### config.mk
export PLATFORM = sky130hd
export DESIGN_NAME = button_encoder
export DESIGN_NICKNAME = d
export VERILOG_FILES = /design/src/rtl/calc_pkg.sv /design/src/rtl/button_encoder_sync.sv /design/src/rtl/button_encoder.sv
export SDC_FILE = /design/constraint.sdc
export NUM_CORES = 1
export LEC_CHECK = 0
export CAP_MARGIN = 40
export CORE_MARGIN = 4
export CORE_UTILIZATION = 61
export CTS_CLUSTER_SIZE = 10
export DETAILED_ROUTE_END_ITERATION = 12
export GPL_ROUTABILITY_DRIVEN = 0
export PLACE_DENSITY = 0.84
export SETUP_SLACK_MARGIN = 0.1
export SYNTH_ARGS = -nofsm -noshare
export SYNTH_HDL_FRONTEND = slang
export SYNTH_SLANG_ARGS = --single-unit
### constraint.sdc
create_clock -name clk_i -period 8.3 [get_ports clk_i]
set_clock_uncertainty 0.1 [all_clocks]
set_input_delay 1.245 -clock clk_i [delete_from_list [all_inputs] [get_ports clk_i]]
set_output_delay 1.245 -clock clk_i [all_outputs]
set_load 0.05 [all_outputs]
### src/rtl/calc_pkg.sv
// rtl/calc_pkg.sv - keypad types, encoder FSM states and the one-hot to key decode
package calc_pkg;

    typedef struct packed {
        logic clear;
        logic equals;
        logic op_div;
        logic op_mul;
        logic op_sub;
        logic op_add;
        logic num_9;
        logic num_8;
        logic num_7;
        logic num_6;
        logic num_5;
        logic num_4;
        logic num_3;
        logic num_2;
        logic num_1;
        logic num_0;
    } buttons_t;

    // Enum value equals the bit position of the matching field in buttons_t.
    typedef enum logic [3:0] {
        B_NUM_0, B_NUM_1, B_NUM_2, B_NUM_3, B_NUM_4,
        B_NUM_5, B_NUM_6, B_NUM_7, B_NUM_8, B_NUM_9,
        B_OP_ADD, B_OP_SUB, B_OP_MUL, B_OP_DIV, B_EQUALS, B_CLEAR
    } active_button_t;

    typedef enum logic [1:0] {
        IDLE,
        DEBOUNCE,
        WAIT_RELEASE
    } button_enc_state_e;

    // Meaningful only for a single set bit; an empty vector decodes to B_CLEAR.
    function automatic active_button_t buttons2button(input buttons_t buttons);
        logic [$bits(buttons_t)-1:0] vec;
        active_button_t result;
        vec = buttons;
        result = B_CLEAR;
        for (int i = 0; i < $bits(buttons_t); i++) begin
            if (vec[i]) result = active_button_t'(4'(i));
        end
        return result;
    endfunction

endpackage

### src/rtl/button_encoder_sync.sv
// rtl/button_encoder_sync.sv - two-flop synchronizer, synchronous reset to zero
module button_sync #(
    parameter int Width = 1
) (
    input  logic             clk,
    input  logic             rst,
    input  logic [Width-1:0] d,
    output logic [Width-1:0] q
);

    logic [Width-1:0] meta;

    always_ff @(posedge clk) begin
        if (rst) begin
            meta <= '0;
            q    <= '0;
        end else begin
            meta <= d;
            q    <= meta;
        end
    end

endmodule

### src/rtl/button_encoder.sv
// rtl/button_encoder.sv - debounced keypad to single key-event encoder with one-entry output buffer
module button_encoder
    import calc_pkg::*;
#(
    parameter int unsigned DebounceCycles = 1000
) (
    input  logic           clk_i,
    input  logic           rst_i,
    input  buttons_t       buttons_i,
    output active_button_t button_o,
    output logic           valid_o,
    input  logic           ready_i,
    output logic           overrun_o
);

    localparam int CntW = $clog2(DebounceCycles + 1);
    localparam logic [CntW:0] Limit = DebounceCycles[CntW:0];

    if (DebounceCycles == 0) begin : g_bad_param
        $fatal(1, "button_encoder: DebounceCycles must be at least 1");
    end

    logic [$bits(buttons_t)-1:0] sync_vec;
    button_enc_state_e           state, state_next;
    logic [CntW-1:0]             count, count_next;
    logic [CntW:0]               count_inc;
    active_button_t              key, key_next, sync_key;
    logic                        is_none, is_single, emit;

    button_sync #(.Width($bits(buttons_t))) u_sync (
        .clk (clk_i),
        .rst (rst_i),
        .d   (buttons_i),
        .q   (sync_vec)
    );

    assign is_none   = (sync_vec == '0);
    assign is_single = $onehot(sync_vec);
    assign sync_key  = buttons2button(sync_vec);
    // One bit wider than the counter so the limit compare never wraps.
    assign count_inc = {1'b0, count} + 1'b1;

    always_ff @(posedge clk_i) begin
        if (rst_i) begin
            state <= IDLE;
            count <= '0;
            key   <= B_CLEAR;
        end else begin
            state <= state_next;
            count <= count_next;
            key   <= key_next;
        end
    end

    // IDLE always holds count at zero, so count_inc there is the first stable sample.
    always_comb begin
        state_next = state;
        count_next = count;
        key_next   = key;
        emit       = 1'b0;
        unique case (state)
            IDLE, DEBOUNCE: begin
                if (is_single && (state == IDLE || sync_key == key)) begin
                    key_next = sync_key;
                    if (count_inc >= Limit) begin
                        emit       = 1'b1;
                        state_next = WAIT_RELEASE;
                        count_next = '0;
                    end else begin
                        state_next = DEBOUNCE;
                        count_next = count_inc[CntW-1:0];
                    end
                end else begin
                    state_next = IDLE;
                    count_next = '0;
                end
            end
            WAIT_RELEASE: begin
                if (!is_none) begin
                    count_next = '0;
                end else if (count_inc >= Limit) begin
                    state_next = IDLE;
                    count_next = '0;
                end else begin
                    count_next = count_inc[CntW-1:0];
                end
            end
            default: begin
                state_next = IDLE;
                count_next = '0;
            end
        endcase
    end

    always_ff @(posedge clk_i) begin
        if (rst_i) begin
            valid_o   <= 1'b0;
            button_o  <= B_CLEAR;
            overrun_o <= 1'b0;
        end else begin
            overrun_o <= 1'b0;
            if (valid_o && ready_i) valid_o <= 1'b0;
            if (emit) begin
                if (!valid_o || ready_i) begin
                    valid_o  <= 1'b1;
                    button_o <= sync_key;
                end else begin
                    overrun_o <= 1'b1;
                end
            end
        end
    end

endmodule

**Word-level counts from Yosys, hierarchy flattened**

Cells that the tools add are included.

- Input bits: 19
- Logic and storage cells: 76
- Register bits: 54

- $lt $le $gt $ge: 1
- Eq/ne operators: 6
- Add/sub/neg operators: 16
- Muxes and demuxes: 32
- Bitwise operators: 1
- Reductions and logical operators: 12

Operators by type and width:

| operator | number |
|---|---|
| $mux 4 | 16 |
| $mux 10 | 3 |
| $pmux 10 s2 | 1 |
| $add 1x1->2 | 8 |
| $logic_not 16->1 | 1 |
| $add 2x2->3 | 4 |
| $add 10x1->11 const B | 1 |
| $ge 11x10->1 const B | 1 |
| $add 3x3->4 | 2 |
| $mux 2 | 4 |
| $mux 1 | 7 |
| $reduce_and 2->1 | 3 |
| $add 4x4->5 | 1 |
| $eq 5x1->1 const B | 1 |
| $eq 4x4->1 | 1 |
| $ne 2x2->1 const B | 2 |
| $pmux 2 s2 | 1 |
| $reduce_or 2->1 | 2 |
| $eq 2x1->1 const B | 1 |
| $eq 2x2->1 const B | 1 |
| $logic_and 1x1->1 | 2 |
| $logic_not 2->1 | 1 |
| $logic_or 1x1->1 | 2 |
| $logic_not 1->1 | 1 |
| $not 1->1 | 1 |

**Depth between registers and ports, before layout**

- Depth in word-level cells: 23
- Mapped depth: 16

**Hierarchy**

From an unflattened synthesis, not the netlist that was laid out.

- Cells, all modules: 262
- Area, all modules: 2516.2 µm²

Modules (own cells, without submodules):

| module | area each (µm²) | times used | cells each | seq. area each (µm²) |
|---|---|---|---|---|
| button_encoder | 1652.8 | 1 | 195 | 440.4 |
| button_sync | 863.3 | 1 | 67 | 640.6 |

**Worst setup path after synthesis**

Ideal clock, no wire load.

- Path type: reg-to-reg
- Start point: register u_sync.q[9]
- End point: register button_o[0]
- Arrival: 4485 ps
- Path slack: 3643 ps
- Library setup time: 72 ps
- Cell stages (with the launch flop): 17
- Required time: 8128 ps
- Period minus slack after synthesis: 4657 ps
- Cells stage by stage: dfxtp_1 -> inv_1 -> fa_1 -> inv_1 -> fa_1 -> fa_1 -> inv_1 -> fa_1 -> inv_1 -> ha_1 -> fa_1 -> nand2b_1 -> nor4_1 -> o221ai_1 -> or3_1 -> nor4_4 -> mux2i_1

- Word-level cells in the longest chain between the ends: 13

RTL lines:

| item | RTL line | RTL |
|---|---|---|
| start, declared | button_encoder_sync.sv:8 | `output logic [Width-1:0] q` |
| start signal, assigned | button_encoder_sync.sv:19 | `q <= meta;` |
| parallel branches: the longest is 13 deep, another holds $add 4x4->5 | n/a |  |
| end signal, assigned | button_encoder.sv:106 | `button_o <= sync_key;` |
| end, declared | button_encoder.sv:10 | `output active_button_t button_o,` |

Several ways; the timed one is not identified.
A chain may end at the register's enable or synchronous reset.

**Worst setup path in the final report**

- Start point: register u_sync.q[5]
- End point: register button_o[3]

- Word-level cells in the longest chain between the ends: 17

RTL lines:

| item |
|---|
| parallel branches: the longest is 17 deep, another holds $add 4x4->5 |

Several ways; the timed one is not identified.

==> results.sh <==
export IMPL_drt_initial_drc_count=213
export IMPL_final_period_utilization_pct=59.46
export IMPL_ant_nets=0
export IMPL_worstRegToRegCells=16
export IMPL_min_from="u_sync.meta[2]$_SDFF_PP0_"
export IMPL_dieArea_sq_um=5380
export IMPL_overflow=0
export IMPL_cp_max_fo=4
export IMPL_setup_ws_ns=3.365
export IMPL_drive_above_1_share_pct=8.591
export IMPL_grt_max_degree=51
export IMPL_grt_pass1_vias=1770
export IMPL_worstPathRequired_ns=8.44
export IMPL_ios=25
export IMPL_end_kind="flip-flop"
export IMPL_routed_wl_microns=4580
export IMPL_finalMaxSlewViolations=0
export IMPL_die_h_microns=73.35
export IMPL_syn_to_final_growth_pct=15.85
export IMPL_crit_path_cell_trace="inv_1 -> fa_1 -> inv_1 -> fa_1 -> fa_1 -> inv_1 -> fa_1 -> inv_1 -> ha_1 -> fa_1 -> nand2b_1 -> nor4_1 -> o221ai_1 -> or3_1 -> nor4_4 -> mux2i_1"
export IMPL_whs_endpoint="u_sync.q[2]$_SDFF_PP0_"
export IMPL_cts_resized_gates=0
export IMPL_path_delay_family="adder cells"
export IMPL_max_cap_violations=0
export IMPL_fin_setup_tns_ns=0
export IMPL_whs_path_depth=1
export IMPL_cts_clk_slew_worst_paths_ns=0.10
export IMPL_relSlewSlack_pct=40.91
export IMPL_cp_start_kind="flip-flop"
export IMPL_critPathMaxStageDelay_ns=0.53
export IMPL_final_hold_violation_count=0
export IMPL_die_w_microns=73.35
export IMPL_pre_cts_slack_ns=3.357
export IMPL_clock_latency_ns=0.31
export IMPL_antenna_cells=0
export IMPL_timing_rr_start="u_sync.q[5]$_SDFF_PP0_"
export IMPL_postSynthCellCount=263
export IMPL_synth_yosys_seq_area_share_pct=41.50
export IMPL_antenna_found_initial=0
export IMPL_synth_cell_type_count=44
export IMPL_ir_drop_uv=156.0
export IMPL_portBuffers=24
export IMPL_outcome="complete, no violations"
export IMPL_drc_errors=0
export IMPL_cts_setup_buffers=0
export IMPL_setup_viol=0
export IMPL_avgRoutedWirePerCell_microns=13.43
export IMPL_synth_nets=300
export IMPL_post_dp_hpwl_microns=3443
export IMPL_fmax_mhz=202.6
export IMPL_rows=23
export IMPL_r2r_slack_ns=3.37
export IMPL_hold_slack_ns=0.3445
export IMPL_path_buf_inv=4
export IMPL_num_fill_cells=301
export IMPL_cp_arrival_ns=5.07
export IMPL_critical_path_most_common_cell="fa_1"
export IMPL_vias=1922
export IMPL_syn_avg_cell_area_sq_um=9.905
export IMPL_htreeDepth=2
export IMPL_ys_ff_latch=54
export IMPL_cts_root_buf="clkbuf_8"
export IMPL_cp_slowest_cell="fa_1"
export IMPL_yosys_warnings=0
export IMPL_cts_tree="built"
export IMPL_period_needed_ns=4.935
export IMPL_rsz0062_at_grt="false"
export IMPL_path_class="reg -> reg"
export IMPL_min_delay_path_class="reg -> reg"
export IMPL_grt_pass1_wl_microns=8038
export IMPL_nNetsFinal=327
export IMPL_rr_endpoint="button_o[3]$_SDFFE_PP1P_"
export IMPL_cts_sinks=54
export IMPL_clk_path_buf_depth=2
export IMPL_initial_core_util_pct=64.20
export IMPL_vias_per_cell=5.636
export IMPL_grt_usage_pct=19.18
export IMPL_design_core_area_sq_um=4058
export IMPL_leakage_uw=0.001203
export IMPL_syn_area_sq_um=2605
export IMPL_cellPowerDensity_nw_per_um2=203.0
export IMPL_first_pass_iters=4
export IMPL_cts_buffers=5
export IMPL_hold_buffers=0
export IMPL_tightest_slew_ns=0.8748
-- routing by layer --
metal	vias to the layer above	wire [microns]	global-route usage, %
met5	-	0	0
met4	0	77	6.640
met3	8	231	3.967
met2	45	2181	29.99
met1	916	2090	26.48
li1	953	-	-
-- registers in the layout, indices dropped and copies added, names as in the netlist --
signal / flops
valid_o: 1
button_o: 4
u_sync.meta: 16
state: 2
key: 4
u_sync.q: 16
overrun_o: 1
count: 10
-- area by class of cell --
type	count	area [sq um]	share of cell area, %
inverter	25	93.84	3.109
multi-input combinational	179	1411	46.77
timing repair buffer	25	247.7	8.209
sequential	54	1081	35.82
tap	50	62.56	2.073
clock inverter	2	38.79	1.285
clock buffer	6	82.58	2.736
-- Yosys cell counts --
cell type | instances | area (sq um)
dfxtp_1 | 54 | 1081
nor2b_1 | 35 | 219.0
inv_1 | 25 | 93.84
nor2_1 | 24 | 90.09
fa_1 | 10 | 200.2
a21oi_1 | 8 | 40.04
ha_1 | 8 | 100.1
mux2i_1 | 8 | 80.08
and3_1 | 7 | 43.79
or2_2 | 6 | 37.54
clkbuf_1 | 5 | 18.77
nand2_1 | 5 | 18.77
nand3_1 | 5 | 25.02
nor3_1 | 5 | 25.02
nand2b_1 | 4 | 25.02
o21ai_0 | 4 | 20.02
o221ai_1 | 4 | 35.03
xnor2_1 | 4 | 35.03
nor4_1 | 3 | 18.77
nor4b_1 | 3 | 26.28
or3_1 | 3 | 18.77
xor2_1 | 3 | 26.28
a211oi_1 | 2 | 15.01
a21bo_2 | 2 | 20.02
a31oi_1 | 2 | 12.51
nor3b_1 | 2 | 15.01
nor4_4 | 2 | 42.54
o311a_1 | 2 | 20.02
or4_1 | 2 | 15.01
or4_4 | 2 | 22.52
a221oi_1 | 1 | 8.760
a41oi_1 | 1 | 8.760
and3b_1 | 1 | 8.760
nand2b_4 | 1 | 13.76
nand4b_1 | 1 | 8.760
nor3_4 | 1 | 16.27
nor4b_4 | 1 | 23.77
o2111a_4 | 1 | 20.02
o2111ai_1 | 1 | 8.760
o211a_1 | 1 | 10.01
o2bb2ai_1 | 1 | 8.760
o311ai_0 | 1 | 8.760
o32a_1 | 1 | 10.01
o41ai_1 | 1 | 8.760
-- worst max path at each step --
| stage | slack (ns) | from | cells past startpoint | end |
|---|---|---|---|---|
| after detailed placement | 3.36 | u_sync.q[9]$_SDFF_PP0_ | 16 | button_o[3]$_SDFFE_PP1P_ |
| after global routing | 2.98 | u_sync.q[9]$_SDFF_PP0_ | 16 | overrun_o$_SDFF_PP0_ |
| final | 3.37 | u_sync.q[5]$_SDFF_PP0_ | 16 | button_o[3]$_SDFFE_PP1P_ |
| after global placement | 3.48 | u_sync.q[9]$_SDFF_PP0_ | 16 | button_o[0]$_SDFFE_PP1P_ |
| after floorplan | 3.64 | u_sync.q[9]$_SDFF_PP0_ | 16 | button_o[0]$_SDFFE_PP1P_ |
| after CTS | 3.33 | u_sync.q[5]$_SDFF_PP0_ | 16 | button_o[3]$_SDFFE_PP1P_ |
-- where the power goes --
part | leakage [uW] | switching [uW] | internal (uW) | total, uW
Combinational | 0.000698 | 73.8 | 64.5 | 138
Clock | 0.0000618 | 83.6 | 99.2 | 183
Sequential | 0.000443 | 15.9 | 276 | 292
-- metrics by stage --
stage / util [%] / total power (uW) / area, sq um / std cells
5_1_grt: 74.38 / 650.0 / 3018 / 341
6_report: 74.38 / 612.7 / 3018 / 341
3_5_place_dp: 71.38 / 436.0 / 2897 / 333
4_1_cts: 74.38 / 617.7 / 3018 / 341
3_3_place_gp: 71.38 / 430.0 / 2897 / 333
2_1_floorplan: - / 400.9 / 2605 / 263
-- layout by cell type, fill, tap and decap left out, drive strengths merged, types with 4 or more instances in the layout --
cell,count
nand2b,5
nand3,5
or2,6
nor3,6
nor4b,4
and3,7
fa,10
dfxtp,54
o21ai,4
mux2i,8
nor2,24
inv,26
o221ai,4
clkbuf,6
or4,4
clkdlybuf4s50,24
nand2,5
nor2b,35
ha,8
a21oi,8
nor4,5
xnor2,4
-- cell families (layout without fill, tap and decap cells) --
kind of cell,Yosys count,after routing,synth area share (%)
compound gates,33,33,9.798
xor+xnor,7,7,2.354
fa+ha+maj,18,18,11.53
buf+inv,30,58,4.323
flops,54,54,41.50
mux,8,8,3.074
simple gates,113,113,27.43
Power figures use the tool's default switching activity.
